## src/rtl/key_scan_encoder.sv

```systemverilog
// key_scan_encoder
//   Scans a 4x4 active-low keypad one row at a time, debounces the result
//   over whole scans and presents the accepted key as a 4-bit code with a
//   valid/acknowledge handshake.
//
// Ports
//   CLK       single clock, rising edge
//   RST       synchronous active-high reset
//   COL[3:0]  keypad columns, active-low, asynchronous to CLK
//   ACK       consumer acknowledge of CODE
//   ROW[3:0]  row drive, active-low one-hot
//   CODE[3:0] accepted key number 4*row + col
//   VALID     CODE holds an unacknowledged key
//   KEY_DOWN  an accepted key is currently held
//   OVR       sticky: a key was accepted while VALID was still set
//
// State table
//   state    | meaning
//   IDLE     | no key held, waiting for a scan that sees a key
//   DEBOUNCE | same candidate key seen on cnt consecutive scans
//   HELD     | key accepted, waiting for a scan with no key
//   RELEASE  | no key seen on cnt consecutive scans since HELD

module key_scan_encoder #(
  parameter int SCAN_DIV = 4,
  parameter int DEB_N    = 3
) (
  input  logic       CLK,
  input  logic       RST,
  input  logic [3:0] COL,
  input  logic       ACK,
  output logic [3:0] ROW,
  output logic [3:0] CODE,
  output logic       VALID,
  output logic       KEY_DOWN,
  output logic       OVR
);

  localparam logic [7:0] DWELL_LAST = 8'(SCAN_DIV - 1);
  localparam logic [3:0] DEB_LAST   = 4'(DEB_N);

  typedef enum logic [1:0] {
    IDLE     = 2'd0,
    DEBOUNCE = 2'd1,
    HELD     = 2'd2,
    RELEASE  = 2'd3
  } state_t;

  state_t     state, state_nxt;
  logic [3:0] cnt, cnt_nxt;
  logic [3:0] cand, cand_nxt;
  logic       accept;
  logic [3:0] accept_key;

  logic [3:0] col_s1, col_s2;
  logic [7:0] dwell;
  logic [1:0] row_idx;
  logic       last_dwell;
  logic       end_scan;

  logic [3:0] col_low;
  logic       row_hit;
  logic [1:0] row_col;

  logic       scan_any_q;
  logic [3:0] scan_key_q;
  logic       fin_any;
  logic [3:0] fin_key;

  // Column synchronizer; idle level is all-high (no key).
  always_ff @(posedge CLK) begin
    if (RST) begin
      col_s1 <= 4'b1111;
      col_s2 <= 4'b1111;
    end else begin
      col_s1 <= COL;
      col_s2 <= col_s1;
    end
  end

  // Row dwell timer and row index.
  assign last_dwell = (dwell == DWELL_LAST);
  assign end_scan   = last_dwell && (row_idx == 2'd3);

  always_ff @(posedge CLK) begin
    if (RST) begin
      dwell   <= 8'd0;
      row_idx <= 2'd0;
    end else if (last_dwell) begin
      dwell   <= 8'd0;
      row_idx <= row_idx + 2'd1;
    end else begin
      dwell   <= dwell + 8'd1;
    end
  end

  assign ROW = ~(4'b0001 << row_idx);

  // Lowest pressed column on the current row.
  assign col_low = ~col_s2;
  assign row_hit = |col_low;

  always_comb begin
    row_col = 2'd0;
    if (col_low[3]) row_col = 2'd3;
    if (col_low[2]) row_col = 2'd2;
    if (col_low[1]) row_col = 2'd1;
    if (col_low[0]) row_col = 2'd0;
  end

  // Rows are visited in ascending order, so the first hit of a scan is
  // always the lowest key number; later hits are ignored.
  always_ff @(posedge CLK) begin
    if (RST) begin
      scan_any_q <= 1'b0;
      scan_key_q <= 4'd0;
    end else if (end_scan) begin
      scan_any_q <= 1'b0;
      scan_key_q <= 4'd0;
    end else if (last_dwell && row_hit && !scan_any_q) begin
      scan_any_q <= 1'b1;
      scan_key_q <= {row_idx, row_col};
    end
  end

  // Scan result including the row-3 sample taken on this very clock.
  assign fin_any = scan_any_q | row_hit;
  assign fin_key = scan_any_q ? scan_key_q : {row_idx, row_col};

  always_ff @(posedge CLK) begin
    if (RST) begin
      state <= IDLE;
      cnt   <= 4'd0;
      cand  <= 4'd0;
    end else begin
      state <= state_nxt;
      cnt   <= cnt_nxt;
      cand  <= cand_nxt;
    end
  end

  always_comb begin
    state_nxt  = state;
    cnt_nxt    = cnt;
    cand_nxt   = cand;
    accept     = 1'b0;
    accept_key = cand;
    if (end_scan) begin
      case (state)
        IDLE: begin
          if (fin_any) begin
            if (DEB_N == 1) begin
              accept     = 1'b1;
              accept_key = fin_key;
              state_nxt  = HELD;
              cnt_nxt    = 4'd0;
            end else begin
              state_nxt  = DEBOUNCE;
              cand_nxt   = fin_key;
              cnt_nxt    = 4'd1;
            end
          end
        end
        DEBOUNCE: begin
          if (fin_any && (fin_key == cand)) begin
            if ((cnt + 4'd1) == DEB_LAST) begin
              accept     = 1'b1;
              accept_key = cand;
              state_nxt  = HELD;
              cnt_nxt    = 4'd0;
            end else begin
              cnt_nxt    = cnt + 4'd1;
            end
          end else begin
            state_nxt = IDLE;
            cnt_nxt   = 4'd0;
          end
        end
        HELD: begin
          if (!fin_any) begin
            // With single-scan release the first empty scan already counts
            // as a full release.
            if (DEB_N == 1) begin
              state_nxt = IDLE;
              cnt_nxt   = 4'd0;
            end else begin
              state_nxt = RELEASE;
              cnt_nxt   = 4'd1;
            end
          end
        end
        RELEASE: begin
          if (!fin_any) begin
            if ((cnt + 4'd1) == DEB_LAST) begin
              state_nxt = IDLE;
              cnt_nxt   = 4'd0;
            end else begin
              cnt_nxt   = cnt + 4'd1;
            end
          end else begin
            state_nxt = HELD;
            cnt_nxt   = 4'd0;
          end
        end
        default: begin
          state_nxt = IDLE;
          cnt_nxt   = 4'd0;
        end
      endcase
    end
  end

  assign KEY_DOWN = (state == HELD) || (state == RELEASE);

  // Output handshake. An accept wins over ACK, so an accept on the same
  // clock as ACK keeps VALID set and is not an overrun.
  always_ff @(posedge CLK) begin
    if (RST) begin
      CODE  <= 4'd0;
      VALID <= 1'b0;
      OVR   <= 1'b0;
    end else if (accept) begin
      CODE  <= accept_key;
      VALID <= 1'b1;
      if (VALID && !ACK) OVR <= 1'b1;
    end else if (ACK && VALID) begin
      VALID <= 1'b0;
    end
  end

endmodule

```

## config.mk

```make
export PLATFORM = sky130hd
export DESIGN_NAME = key_scan_encoder
export DESIGN_NICKNAME = d
export VERILOG_FILES = /design/src/rtl/key_scan_encoder.sv
export SDC_FILE = /design/constraint.sdc
export NUM_CORES = 1
export LEC_CHECK = 0
export BUFFER_PORTS_ARGS = -buffer_cell sky130_fd_sc_hd__buf_4
export CAP_MARGIN = 30
export CORE_MARGIN = 8
export CORE_UTILIZATION = 35
export DETAILED_ROUTE_END_ITERATION = 8
export GPL_TIMING_DRIVEN = 0
export SLEW_MARGIN = 10
export SYNTH_ARGS = -nofsm -noshare
export SYNTH_HDL_FRONTEND = slang
export SYNTH_SLANG_ARGS = --single-unit
```

## constraint.sdc

```tcl
create_clock -name CLK -period 7.4 [get_ports CLK]
set_input_delay 0.74 -clock CLK [delete_from_list [all_inputs] [get_ports CLK]]
set_output_delay 0.74 -clock CLK [all_outputs]
set_load 0.03 [all_outputs]
```

==> impl_metrics.yaml, run 1 <==
clock_tree:
  clockBufferDepth: 2
  cts-buffers-inserted: 5
  clock_sinks: 39
  cts_tree: "built"
  clkLatencyLatePin_ns: 0.29
  cts_resized: 0
  cts_hold_buf: 0
  clk_pin_slew_worst_paths_ns: 0.07
  post_cts_buffers: 0
  htreeDepth: 2
  cts-root-buf: "clkbuf_8"
final_layout:
  final_cell_mix: "39 x dfxtp_1, 22 x nor2_1, 18 x buf_4, 14 x mux2i_1, 12 x nand2b_1"
  layoutNonFillerInstCount: 301
  num_antenna_cells: 0
  area_delta_synth_final_pct: 15.6
  layout_commonest_cell: "dfxtp_1"
  fillCellCount: 545
  final_layout_size_suffix_gt1_frac: 0.223
  fin_nets: 243
global_routing:
  grt_busiest_layer: "met2"
  antenna_found_initial: 0
  grt_pass1_wl_mm: 6.57
  met1_usage: 0.123
  grtUsageTotal: 0.0965
  globalRouteMet2Util: 0.146
  gr-usage-met3: 0.0299
  grt_pass1_vias: 1451
  grt_overflow: 0
  grt_max_degree: 12
min_path:
  hold_path.class: "reg2reg"
  hold_depth: 1
setup_path:
  worstSetupPathDepth: 7
  slowest_stage: "or4b_1"
  cpLargestDelayFamily: "simple AND/OR/NAND/NOR gates"
  cp_cell_sequence: "ha_1, or4b_1, a311o_1, or2_1, buf_6, or4_4, o22ai_2"
  endpoint_kind: "register"
  crit_type: "reg2reg"
  cp_data_required_time_ns: 7.61
  startpoint_type: "register"
  crit_buf_inv: 1
  slowest_delay_ns: 0.54
  worstPathArrival_ns: 2.76
  r2r_cells: 7
  crit_fanout: 7
timing:
  setup_viol: 0
  fin_skew_ns: 0.00534
  min_period_over_period: 0.345
  worstMarginPinSlew_ns: 0.834
  tns_ns: 0
  whs_ns: 0.409
  layout_min_cycle_time_ns: 2.55
  finalHoldViolCount: 0
  clock.fmax_ghz: 0.392
  rsz0062_at_grt: "false"
  max-slew-margin-rel: 0.443
  slew_violations: 0
synthesis:
  synthDistinctLibCells: 56
  syn-num-nets: 219
  netlist_top_cells_area: "dfxtp_1 40%, mux2i_1 7.2%, ha_1 4.5%"
  yosys.area.top_type_share: 0.399
  netlist_area_um2: 1960
  ys_ff_latch: 39
  avgSynthCellArea_um2: 9.54
  ys.flop_type: "dfxtp_1"
  synth_edf_count: 0
  yosys_warnings: 0
  ys_seq_area_frac: 0.399
  synthArstFlopShare: 0
  synth_top_area_cell: "dfxtp_1"
  syn_inst: 205
flow_run:
  cap_viol_max_count: 0
power_and_ir_drop:
  p_int_mw: 0.304
  power_leakage_nw: 0.837
  p_switching_mw: 0.0965
  p_sw_frac: 0.241
  combinationalPowerShare: 0.094
  peakVddDrop_v: 0.000120
  pwr-share-clk: 0.361
  seq_power_share: 0.545
  power_density_nw_per_um2: 177
detailed_routing:
  viasPerCell: 4.89
  drt_iter0_markers: 102
  drtAntennaViolNets: 0
  drc: 0
  dr.pass1.iters: 4
  post_drt_wl_per_cell_um: 12.2
  num_vias: 1472
  drt_wl_total_mm: 3.69
floorplanning:
  die_area_um2: 8240
  ios: 18
  core_um2: 5440
  start_util: 0.360
  die_x_um: 90.8
  dieHeight_um: 90.8
  fp-row-count: 27
placed_design:
  dpl.hpwl_mm: 2.77
  dp_cells: 294
  gp_congestion: 0.775
  port_buffers: 17
run_status:
  status: "finished, final reports clean"
metrics by stage:
| stage | instance area [um2] | total power [mW] | util | setup WS [ns] |
|---|---|---|---|---|
| after floorplan | 1960 | 0.251 | - | 5.09 |
| after global placement | 2170 | 0.261 | 0.400 | 4.86 |
| after detailed placement | 2170 | 0.262 | 0.400 | 4.86 |
| after CTS | 2260 | 0.405 | 0.416 | 4.83 |
| after global routing | 2260 | 0.419 | 0.416 | 4.69 |
| final | 2260 | 0.401 | 0.416 | 4.85 |
power groups by stage:
stage	registers (mW)	clock network [mW]	logic (mW)
after floorplan	0.222	0	0.0286
after global placement	0.223	0	0.0381
after detailed placement	0.223	0	0.0382
after CTS	0.218	0.148	0.0384
after global routing	0.219	0.157	0.0426
final	0.218	0.145	0.0377
cell usage after synthesis (all sizes together) (5+ instances only):
cell    count
mux2i      14
nand3       5
clkbuf      5
dfxtp      39
xor2        5
xnor2       8
inv        11
nor3        9
or2         9
nor2       22
nand2b     12
ha          7
nand2       5
worst register-to-register path, stage by stage, from the launching register on:
cell and delay (ns):
dfxtp_1 0.46, ha_1 0.25, or4b_1 0.54, a311o_1 0.34, or2_1 0.23, buf_6 0.14
or4_4 0.41, o22ai_2 0.11
kinds of logic (layout without fill, tap and decap cells):
family	count (synthesis)	in the layout	share of synthesized area
adder cells (fa/ha/maj)	7	7	0.0448
XOR/XNOR	13	13	0.0582
multiplexers	14	14	0.0717
flip-flops	39	39	0.399
AND/OR/NAND/NOR	81	81	0.251
AO/OA/AOI/OAI	30	30	0.121
buffers and inverters	21	45	0.0537
worst paths after layout:
check	start	end	slack, ns
setup reg to reg	row_idx[0]	cnt[0]	4.85
hold / removal	col_s1[1]	col_s2[1]	0.41
setup / recovery	row_idx[0]	cnt[0]	4.85
hold reg to reg	col_s1[1]	col_s2[1]	0.41
state kept, by name, summed over array words and instances, names as in the netlist:
signal      count
CODE            4
OVR             1
VALID           1
cand            4
cnt             4
col_s1          4
col_s2          4
dwell           8
row_idx         2
scan_any_q      1
scan_key_q      4
state           2
final cells by class:
type                            count  area [um2]  share of cell area
Multi-Input combinational cell    145        1070               0.473
Sequential cell                    39         781               0.345
Timing Repair Buffer               17         128              0.0564
Tap cell                           72        90.1              0.0398
Clock buffer                        6        82.6              0.0365
Buffer                             10        63.8              0.0282
Inverter                           11        41.3              0.0183
Clock inverter                      1        5.00             0.00221
per-layer routing:
| metal | wire length [um] | vias up |
|---|---|---|
| met5 | 0 | - |
| met4 | 47 | 0 |
| met3 | 150 | 5 |
| met2 | 1590 | 20 |
| met1 | 1900 | 685 |
| li1 | - | 762 |
(Power assumes the default switching activity.)
==> inputs of run 2 (changes only) <==
Clock period 7.4 ns to 2.55 ns, I/O delays scaled along.
==> impl_metrics.yaml, run 2 (same netlist as run 1, synthesis figures left out) <==
run_status:
  status: "finished, final reports clean"
floorplanning:
  fp-row-count: 27
  die_x_um: 90.8
  ios: 18
  core_um2: 5440
  die_area_um2: 8240
  dieHeight_um: 90.8
  start_util: 0.360
clock_tree:
  clkLatencyLatePin_ns: 0.29
  cts-root-buf: "clkbuf_8"
  clk_pin_slew_worst_paths_ns: 0.07
  clockBufferDepth: 2
  cts-buffers-inserted: 5
  clock_sinks: 39
  cts_tree: "built"
  htreeDepth: 2
  cts_hold_buf: 0
timing:
  fin_skew_ns: 0.00566
  rsz0062_at_grt: "false"
  layout_min_cycle_time_ns: 2.42
  setup_viol: 0
  tns_ns: 0
  finalHoldViolCount: 0
  min_period_over_period: 0.950
  max-slew-margin-rel: 0.584
  worstMarginPinSlew_ns: 0.620
  whs_ns: 0.150
  clock.fmax_ghz: 0.413
  slew_violations: 0
global_routing:
  grt_max_degree: 12
  grt_busiest_layer: "met2"
  grt_pass1_vias: 1451
  globalRouteMet2Util: 0.146
  grt_overflow: 0
  gr-usage-met3: 0.0299
  grtUsageTotal: 0.0965
  antenna_found_initial: 0
  grt_pass1_wl_mm: 6.57
  met1_usage: 0.123
final_layout:
  num_antenna_cells: 0
  final_layout_size_suffix_gt1_frac: 0.257
  layout_commonest_cell: "dfxtp_1"
  area_delta_synth_final_pct: 17.5
  fin_nets: 244
  final_cell_mix: "35 x dfxtp_1, 22 x nor2_1, 19 x buf_4, 14 x mux2i_1, 12 x nand2b_1"
  largest-register: "dwell"
  largest_register_ffs: 8
detailed_routing:
  drt_iter0_markers: 68
  post_drt_wl_per_cell_um: 12.4
  drtAntennaViolNets: 0
  drc: 0
  drt_wl_total_mm: 3.76
  num_vias: 1490
  viasPerCell: 4.93
  dr.pass1.iters: 4
setup_path:
  crit_type: "reg2reg"
  worstPathArrival_ns: 2.63
  cp_data_required_time_ns: 2.76
  endpoint_kind: "register"
  startpoint_type: "register"
  crit_fanout: 7
placed_design:
  gp_congestion: 0.775
  dpl.hpwl_mm: 2.77
  port_buffers: 17
flow_run:
  cap_viol_max_count: 0
power_and_ir_drop:
  peakVddDrop_v: 0.000349
  power_leakage_nw: 0.847
  total_power_mw: 1.17
  power_density_nw_per_um2: 510
min_path:
  hold_path.class: "in2reg"
run 2: cell types whose count changed in the layout (fill, tap and decap cells not counted), sizes merged:
cell | before | now
clkbuf | 11 | 12
run 2: layout make-up:
| cell class | instances | area (um2) |
|---|---|---|
| multi-input combinational | 145 | 1090 |
| sequential | 39 | 786 |
| buffer | 10 | 66.3 |
| fill | 540 | 3140 |
| clock inverter | 1 | 5.00 |
| inverter | 11 | 41.3 |
| timing repair buffer | 18 | 135 |
| clock buffer | 6 | 82.6 |
| tap | 72 | 90.1 |
run 2: final timing paths:
kind | depth (start not counted) | endpoint | slack [ns] | start
setup / recovery | 7 | cnt[0] | 0.13 | row_idx[0]
hold / removal | 2 | col_s1[0] | 0.15 | COL[0]
setup reg to reg | 7 | cnt[0] | 0.13 | row_idx[0]
hold reg to reg | 1 | col_s2[1] | 0.41 | col_s1[1]
run 2: per-stage QoR:
stage	instances	instance area (um2)	setup WS (ns)	util
final	302	2300	0.128	0.423
after global placement	294	2170	0.0141	0.400
after global routing	302	2300	0.0140	0.423
after CTS	301	2260	0.0309	0.416
after detailed placement	294	2170	0.00534	0.400
after floorplan	205	1960	0.236	-
run 2: metal layers:
layer,part of all wire,routed length (um)
met1,0.50,1900
met2,0.44,1670
met3,0.039,145
met4,0.013,47
met5,0,0
run 2: power breakdown:
part	internal (mW)	leakage, nW	switching, mW
combinational	0.0511	0.481	0.0623
sequential	0.624	0.318	0.0132
clock	0.212	0.0470	0.209
run 2: critical path, stage by stage (launching register included):
cell and delay (ns):
dfxtp_2 0.40, ha_1 0.23, or4b_4 0.51, a311o_1 0.32
or2_1 0.23, buf_6 0.14, or4_4 0.41, o22ai_2 0.11
run 2: what timing repair did:
item / 4_1_cts / 5_1_grt
setup buffers: 0 / 1
pin swaps: 0 / 2
resized for setup: 1 / 9
endpoints found under the setup margin: 2 / 12
hold endpoints to repair: 0 / 0
